<file path="src/rtl/fir_pkg.sv">
// ---------------------------------------------------------------------------
// fir_pkg
//
// Types and constants shared by the FIR filter and its downstream serial DAC
// stage (dac_serialiser). Keeping the sample type here means both blocks
// always agree on width and signedness.
//
// Contents:
//   SAMPLE_W     width of one filter output sample
//   sample_t     signed filter sample
//   dac_state_t  serialiser frame states
//   halfLsb()    half of one DAC LSB expressed in sample units, used by the
//                optional round-half-up quantiser
// ---------------------------------------------------------------------------
package fir_pkg;

  localparam int SAMPLE_W = 16;

  typedef logic signed [SAMPLE_W-1:0] sample_t;

  // IDLE     : waiting for the hold register to fill
  // SHIFT_LO : sclk low half of a bit, data presented
  // SHIFT_HI : sclk high half of a bit, DAC samples on the rising edge
  // GAP      : one idle cycle with sync_n high between frames
  typedef enum logic [1:0] {
    IDLE,
    SHIFT_LO,
    SHIFT_HI,
    GAP
  } dac_state_t;

  // Half an output LSB in sample units. At full 16-bit resolution there is
  // nothing below the LSB to round, so the offset collapses to zero instead
  // of a negative shift.
  function automatic int halfLsb(input int dacBits);
    if (dacBits < SAMPLE_W) begin
      return 1 << (SAMPLE_W - 1 - dacBits);
    end
    return 0;
  endfunction

endpackage

</file>
<file path="src/rtl/dac_quantise.sv">
// ---------------------------------------------------------------------------
// dac_quantise
//
// Purely combinational quantiser: reduces a signed 16-bit filter sample to a
// DAC_BITS-wide offset-binary code (two's complement with the MSB inverted,
// so the most negative sample maps to all-zeros and the most positive to
// all-ones).
//
// Build option:
//   DAC_SERIALISER_ROUND_EN  defined   -> round half-up, saturating at the
//                                         positive rail, then truncate
//                            undefined -> plain truncation (floor)
//
// Parameters:
//   DAC_BITS  converter resolution, 2..16
//
// Ports:
//   sample_i  in   16        signed sample
//   code_o    out  DAC_BITS  offset-binary code
// ---------------------------------------------------------------------------
module dac_quantise
  import fir_pkg::*;
#(
  parameter int DAC_BITS = 12
) (
  input  sample_t             sample_i,
  output logic [DAC_BITS-1:0] code_o
);

  sample_t rounded;

`ifdef DAC_SERIALISER_ROUND_EN
  localparam logic [SAMPLE_W:0] HALF_LSB = (SAMPLE_W + 1)'(halfLsb(DAC_BITS));

  logic [SAMPLE_W:0] sum;

  // The adder is one bit wider than the sample so that a positive overflow
  // shows up as bits [16:15] = 01; a negative overflow cannot happen because
  // the rounding offset is never negative.
  assign sum = {sample_i[SAMPLE_W-1], sample_i} + HALF_LSB;

  // Clamp to the largest positive sample rather than letting the code wrap
  // round to the bottom of the converter range.
  always_comb begin
    rounded = sample_t'(sum[SAMPLE_W-1:0]);
    if (sum[SAMPLE_W:SAMPLE_W-1] == 2'b01) begin
      rounded = sample_t'(16'h7FFF);
    end
  end
`else
  // Truncation keeps the top bits as they are, which floors toward minus
  // infinity for two's-complement samples.
  always_comb begin
    rounded = sample_i;
  end
`endif

  // Take the top DAC_BITS bits and flip the sign bit to get offset binary.
  assign code_o = {~rounded[SAMPLE_W-1], rounded[SAMPLE_W-2 -: DAC_BITS-1]};

  // Bits below the DAC resolution are deliberately discarded.
  logic unusedLowBits;
  assign unusedLowBits = ^rounded;

endmodule

</file>
<file path="src/rtl/dac_serialiser.sv">
// ---------------------------------------------------------------------------
// dac_serialiser
//
// Downstream stage of the FIR filter. Each rising edge of input_ready
// captures the current sample, quantises it to DAC_BITS offset binary, and
// shifts it MSB-first onto a 3-wire serial DAC (sclk, sync_n, sdata).
//
// A one-entry hold register decouples the sample strobe from the frame in
// flight: a sample arriving mid-frame waits there until the frame ends. If a
// second sample arrives while the hold register is still full, it replaces
// the older one and the sticky overrun flag is raised.
//
// Timing (HALF_PERIOD = H):
//   accept edge N -> hold loaded at N, frame loaded at N+1, sync_n low and
//   first bit on sdata from edge N+2; sync_n stays low for 2*DAC_BITS*H
//   cycles, then is high for at least two cycles (GAP + IDLE).
//
// Build option:
//   DAC_SERIALISER_ROUND_EN  selects round-half-up instead of truncation in
//                            the quantiser (see dac_quantise).
//
// Parameters:
//   DAC_BITS     converter resolution, 2..16
//   HALF_PERIOD  ck cycles per sclk half-period, >= 1
//
// Ports:
//   ck           in   1   system clock, rising edge
//   rst          in   1   asynchronous active-high reset
//   in           in   16  signed sample from the FIR output
//   input_ready  in   1   sample strobe, rising edge significant
//   sclk         out  1   serial clock, idles low
//   sync_n       out  1   frame select, active low
//   sdata        out  1   serial data, MSB first
//   busy         out  1   frame in progress or sample pending
//   overrun      out  1   sticky: a pending sample was overwritten
// ---------------------------------------------------------------------------
module dac_serialiser
  import fir_pkg::*;
#(
  parameter int DAC_BITS    = 12,
  parameter int HALF_PERIOD = 1
) (
  input  logic    ck,
  input  logic    rst,
  input  sample_t in,
  input  logic    input_ready,
  output logic    sclk,
  output logic    sync_n,
  output logic    sdata,
  output logic    busy,
  output logic    overrun
);

  localparam int CNT_W  = $clog2(DAC_BITS);
  localparam int HALF_W = (HALF_PERIOD > 1) ? $clog2(HALF_PERIOD) : 1;

  localparam logic [CNT_W-1:0]  LAST_BIT  = CNT_W'(DAC_BITS - 1);
  localparam logic [HALF_W-1:0] LAST_HALF = HALF_W'(HALF_PERIOD - 1);

  // Strobe edge detection
  logic prevReady_q;
  logic accept;

  // Hold register
  logic [DAC_BITS-1:0] code;
  logic [DAC_BITS-1:0] holdCode_q, holdCode_d;
  logic                holdValid_q, holdValid_d;
  logic                overrun_q, overrun_d;

  // Frame FSM and datapath
  dac_state_t          state_q;
  logic [DAC_BITS-1:0] shift_q;
  logic [CNT_W-1:0]    bitCnt_q;
  logic [HALF_W-1:0]   halfCnt_q;
  logic                sclk_q, syncN_q, sdata_q;
  logic                load;
  logic                halfDone;

  dac_quantise #(
    .DAC_BITS (DAC_BITS)
  ) u_quantise (
    .sample_i (in),
    .code_o   (code)
  );

  // A strobe that stays high for several cycles should only be counted once,
  // so we act on the low-to-high transition of input_ready.
  always_ff @(posedge ck or posedge rst) begin
    if (rst) begin
      prevReady_q <= 1'b0;
    end else begin
      prevReady_q <= input_ready;
    end
  end

  assign accept = input_ready & ~prevReady_q;

  // The frame FSM empties the hold register whenever it starts a frame.
  assign load     = (state_q == IDLE) && holdValid_q;
  assign halfDone = (halfCnt_q == LAST_HALF);

  // Hold-register next state. A new sample always wins; it only counts as an
  // overrun if the previous one is still waiting and is not being moved into
  // the shift register on this very cycle.
  always_comb begin
    holdCode_d  = holdCode_q;
    holdValid_d = holdValid_q;
    overrun_d   = overrun_q;
    if (load) begin
      holdValid_d = 1'b0;
    end
    if (accept) begin
      holdCode_d  = code;
      holdValid_d = 1'b1;
      if (holdValid_q && !load) begin
        overrun_d = 1'b1;
      end
    end
  end

  // Hold register and sticky overrun flag; overrun only clears on reset.
  always_ff @(posedge ck or posedge rst) begin
    if (rst) begin
      holdCode_q  <= '0;
      holdValid_q <= 1'b0;
      overrun_q   <= 1'b0;
    end else begin
      holdCode_q  <= holdCode_d;
      holdValid_q <= holdValid_d;
      overrun_q   <= overrun_d;
    end
  end

  // Frame FSM. The pin registers are driven from the state held during the
  // current cycle, so the pins trail the state by one clock; this is what
  // puts the first bit two edges after the accepting edge. sdata is taken
  // from the shift register before it moves, so it is stable for the whole
  // high half of sclk where the DAC samples it.
  always_ff @(posedge ck or posedge rst) begin
    if (rst) begin
      state_q   <= IDLE;
      shift_q   <= '0;
      bitCnt_q  <= '0;
      halfCnt_q <= '0;
      sclk_q    <= 1'b0;
      syncN_q   <= 1'b1;
      sdata_q   <= 1'b0;
    end else begin
      case (state_q)
        IDLE: begin
          sclk_q  <= 1'b0;
          syncN_q <= 1'b1;
          sdata_q <= 1'b0;
          if (holdValid_q) begin
            shift_q   <= holdCode_q;
            bitCnt_q  <= LAST_BIT;
            halfCnt_q <= '0;
            state_q   <= SHIFT_LO;
          end
        end

        SHIFT_LO: begin
          sclk_q  <= 1'b0;
          syncN_q <= 1'b0;
          sdata_q <= shift_q[DAC_BITS-1];
          if (halfDone) begin
            halfCnt_q <= '0;
            state_q   <= SHIFT_HI;
          end else begin
            halfCnt_q <= halfCnt_q + HALF_W'(1);
          end
        end

        SHIFT_HI: begin
          sclk_q  <= 1'b1;
          syncN_q <= 1'b0;
          sdata_q <= shift_q[DAC_BITS-1];
          if (halfDone) begin
            halfCnt_q <= '0;
            if (bitCnt_q == '0) begin
              state_q <= GAP;
            end else begin
              shift_q  <= {shift_q[DAC_BITS-2:0], 1'b0};
              bitCnt_q <= bitCnt_q - CNT_W'(1);
              state_q  <= SHIFT_LO;
            end
          end else begin
            halfCnt_q <= halfCnt_q + HALF_W'(1);
          end
        end

        GAP: begin
          sclk_q  <= 1'b0;
          syncN_q <= 1'b1;
          sdata_q <= 1'b0;
          state_q <= IDLE;
        end

        default: begin
          sclk_q  <= 1'b0;
          syncN_q <= 1'b1;
          sdata_q <= 1'b0;
          state_q <= IDLE;
        end
      endcase
    end
  end

  assign sclk    = sclk_q;
  assign sync_n  = syncN_q;
  assign sdata   = sdata_q;
  assign overrun = overrun_q;

  // busy covers both a frame in flight and a sample waiting in the hold
  // register, so upstream can tell when the serialiser is fully drained.
  assign busy = (state_q != IDLE) | holdValid_q;

endmodule
</file>
<file path="config.mk">
export PLATFORM = sky130hd
export DESIGN_NAME = dac_serialiser
export DESIGN_NICKNAME = d
export VERILOG_FILES = /design/src/rtl/fir_pkg.sv /design/src/rtl/dac_quantise.sv /design/src/rtl/dac_serialiser.sv
export SDC_FILE = /design/constraint.sdc
export NUM_CORES = 1
export LEC_CHECK = 0
export BUFFER_PORTS_ARGS = -buffer_cell sky130_fd_sc_hd__buf_2
export CORE_ASPECT_RATIO = 0.6
export CORE_MARGIN = 2
export CORE_UTILIZATION = 59
export CTS_BUF_LIST = sky130_fd_sc_hd__clkbuf_16
export DETAILED_ROUTE_END_ITERATION = 8
export PLACE_DENSITY_LB_ADDON = 0.05
export SYNTH_ARGS = -nofsm -noshare
export SYNTH_HDL_FRONTEND = slang
export SYNTH_SLANG_ARGS = --single-unit
</file>
<file path="constraint.sdc">
create_clock -name ck -period 2.6 [get_ports ck]
set_clock_uncertainty 0.05 [all_clocks]
set_input_delay 0.52 -clock ck [delete_from_list [all_inputs] [get_ports ck]]
set_output_delay 0.52 -clock ck [all_outputs]
set_load 0.05 [all_outputs]
</file>
==> impl_metrics.yaml <==
outcome:
  status: "complete, no violations"
floorplan:
  floorplan.core_area_mm2: 0.00256
  fp.dieArea_mm2: 0.00318
  fp-row-count: 14
  io-pin-count: 24
  start_util: 0.631
  die_h_um: 44.5
  fp.dieW_um: 71.5
clocking:
  cts_sinks: 36
  postCtsResizedCells: 0
  source_to_sink_clock_delay_at_the_later_pin_of_the_worst_skew_pair_ps: 270
  cts_tree: "done"
  numCtsBuffers: 5
  cts_max_level: 2
  cts.hold.buffers_added: 0
  cts_max_path_buffers: 2
  setup_fix_buffers_added_after_clock_tree_synthesis: 0
  cts-root-buf: "sky130_fd_sc_hd__clkbuf_16"
  clk_transition_reported_paths_ps: 50
pwr:
  peak_supply_drop_mv: 0.621
  power_frac_seq: 0.396
  netSwitchingPower_mw: 0.791
  power_per_cell_area_mw_per_mm2: 1170
  netSwitchingFraction: 0.361
  clock_network_power_share: 0.250
  static_power_due_to_leakage_nw: 0.864
  design_power_total_mw: 2.19
  comb_power_share: 0.354
  internal_power_mw: 1.40
synthesis:
  synthesis.instances: 130
  post_synthesis_instance_area_mm2: 0.00161
  synth_seq_area_share: 0.559
  synth_area_per_cell_um2: 12.4
  synth_nets: 154
  synth-warning-count: 0
  synth_cell_types: 28
  yosys_register_bits: 36
critical_path:
  critPathLaunch: "state_q[0]"
  criticalPathCategory: "reg2out"
  startpoint_of_the_lowest_slack_register_to_register_path: "state_q[0]"
  setup.worst_path.start_class: "flop"
  critPathRequiredTime_ps: 2030
  crit_path_end_kind: "output port"
  crit_path_max_fanout: 5
  worstPathArrival_ps: 1600
flow_run:
  cap_violations: 0
place:
  port_buffers: 19
  hpwlAfterDp_um: 1800
  pre_cts_ws_ps: 488
  gp_congestion: 0.778
route:
  vias_per_cell: 5.62
  via_count: 1046
  drtPass1Iterations: 4
  drc: 0
  detail-route-antenna-nets: 0
  wl_per_cell_um: 15.1
  wl_um: 2810
  drt-initial-drc-count: 65
timing:
  final.setup.tns_ps: 0
  max_slew_violation_count: 0
  final_hold_viol_count: 0
  fin_hold_ws_ps: 292
  tightest_slew_ps: 593
  max_slew_margin: 0.605
  grt_setup_unrepaired: "false"
  fin_worst_setup_slack_ps: 432
  period_share: 0.834
  fmax_mhz: 461
  setup_violations_final: 0
  finalCriticalPeriod_ps: 2170
final_layout:
  final_cell_mix: "35 x sky130_fd_sc_hd__dfrtp_1, 19 x sky130_fd_sc_hd__buf_2, 17 x sky130_fd_sc_hd__o21ai_0"
  post_route_cells_drive_above_1_share: 0.292
  areaGrowthSynthToFinish_pct: 15.7
  final_common_cell: "sky130_fd_sc_hd__dfrtp_1"
  fin_nets: 177
  diodes: 0
global_route:
  grtUsageTotal: 0.203
  grt_remaining_overflow: 0
  number_of_antenna_violations_at_the_first_check_in_global_routing: 0
  grt_first_pass_wirelength_um: 4640
  grt_pass1_vias: 972
  largest_net_degree_at_the_start_of_global_routing: 37
hold_path:
  hp-class: "in2async"
==> per-stage QoR <==
step                cell area, um^2  cells   util
floorplan                      1610    130      -
CTS                            1870    186  0.730
global placement               1730    178  0.677
finish                         1870    186  0.730
detailed placement             1730    178  0.677
global route                   1870    186  0.730
==> registers in the layout, summed over array words and instances, names as in the netlist, 2 cells and up <==
signal / cells
bitCnt_q: 4
holdCode_q: 12
state_q: 2
shift_q: 12
==> power by group through the flow <==
| stage | Sequential (mW) | Clock, mW | Combinational (mW) |
|---|---|---|---|
| finish | 0.865 | 0.547 | 0.775 |
| global route | 0.885 | 0.590 | 0.852 |
| CTS | 0.863 | 0.557 | 0.778 |
| detailed placement | 0.868 | 0 | 0.767 |
| global placement | 0.862 | 0 | 0.734 |
| floorplan | 0.922 | 0 | 0.577 |
==> critical path: stages, from the launching register on <==
cell,delay (ps)
sky130_fd_sc_hd__dfrtp_1,350
sky130_fd_sc_hd__inv_1,140
sky130_fd_sc_hd__ha_1,220
sky130_fd_sc_hd__nor2b_1,280
sky130_fd_sc_hd__inv_1,110
sky130_fd_sc_hd__buf_2,220
==> final timing paths <==
| kind | cells after the start | end | slack (ps) |
|---|---|---|---|
| setup / recovery | 5 | busy | 430 |
| hold / removal | 3 | holdCode_q[11] | 290 |
| setup reg to reg | 5 | shift_q[6] | 480 |
| hold reg to reg | 1 | overrun | 420 |
| max in group asynchronous | 3 | sync_n | 1870 |
| min in group ck | 1 | prevReady_q | 310 |
==> area by class of cell <==
type / instances / area, um^2
Clock inverter: 3 / 11.3
Sequential cell: 36 / 902
Multi-Input combinational cell: 75 / 616
Clock buffer: 5 / 125
Fill cell: 192 / 689
Timing Repair Buffer: 24 / 133
Tap cell: 32 / 40.0
Inverter: 11 / 41.3
==> routing by layer <==
| metal | wire length [um] | part of all wire | vias up | global-route usage |
|---|---|---|---|---|
| met1 | 1430 | 0.51 | 517 | 0.283 |
| met2 | 1220 | 0.44 | 30 | 0.293 |
| met4 | 0 | 0 | 0 | 0.0566 |
| met5 | 0 | 0 | - | 0 |
| li1 | - | - | 499 | - |
| met3 | 151 | 0.054 | 0 | 0.0888 |
==> logic make-up after synthesis <==
logic type	Yosys count	synth area share
fa+ha+maj	5	0.0388
mux	25	0.164
simple gates	13	0.0605
compound gates	32	0.119
buf+inv	19	0.0597
flops	36	0.559
==> cell usage after synthesis, drive strengths merged <==
master,number,area (um^2)
dfrtp,35,876
o31ai,1,7.51
nor4,1,6.26
mux2,11,124
a221oi,1,15.0
dfstp,1,26.3
nand3b,2,15.0
a31o,1,8.76
nor2b,2,12.5
nand2,1,3.75
nor2,1,3.75
o211ai,1,7.51
or2,1,6.26
nor3,1,5.00
or3,1,6.26
a21o,2,15.0
clkbuf,3,11.3
a22oi,1,12.5
buf,5,43.8
and2,1,6.26
nor3b,1,7.51
o21ai,25,125
ha,5,62.6
inv,11,41.3
mux2i,14,140
nor4bb,1,25.0
(Power assumes the default switching activity.)
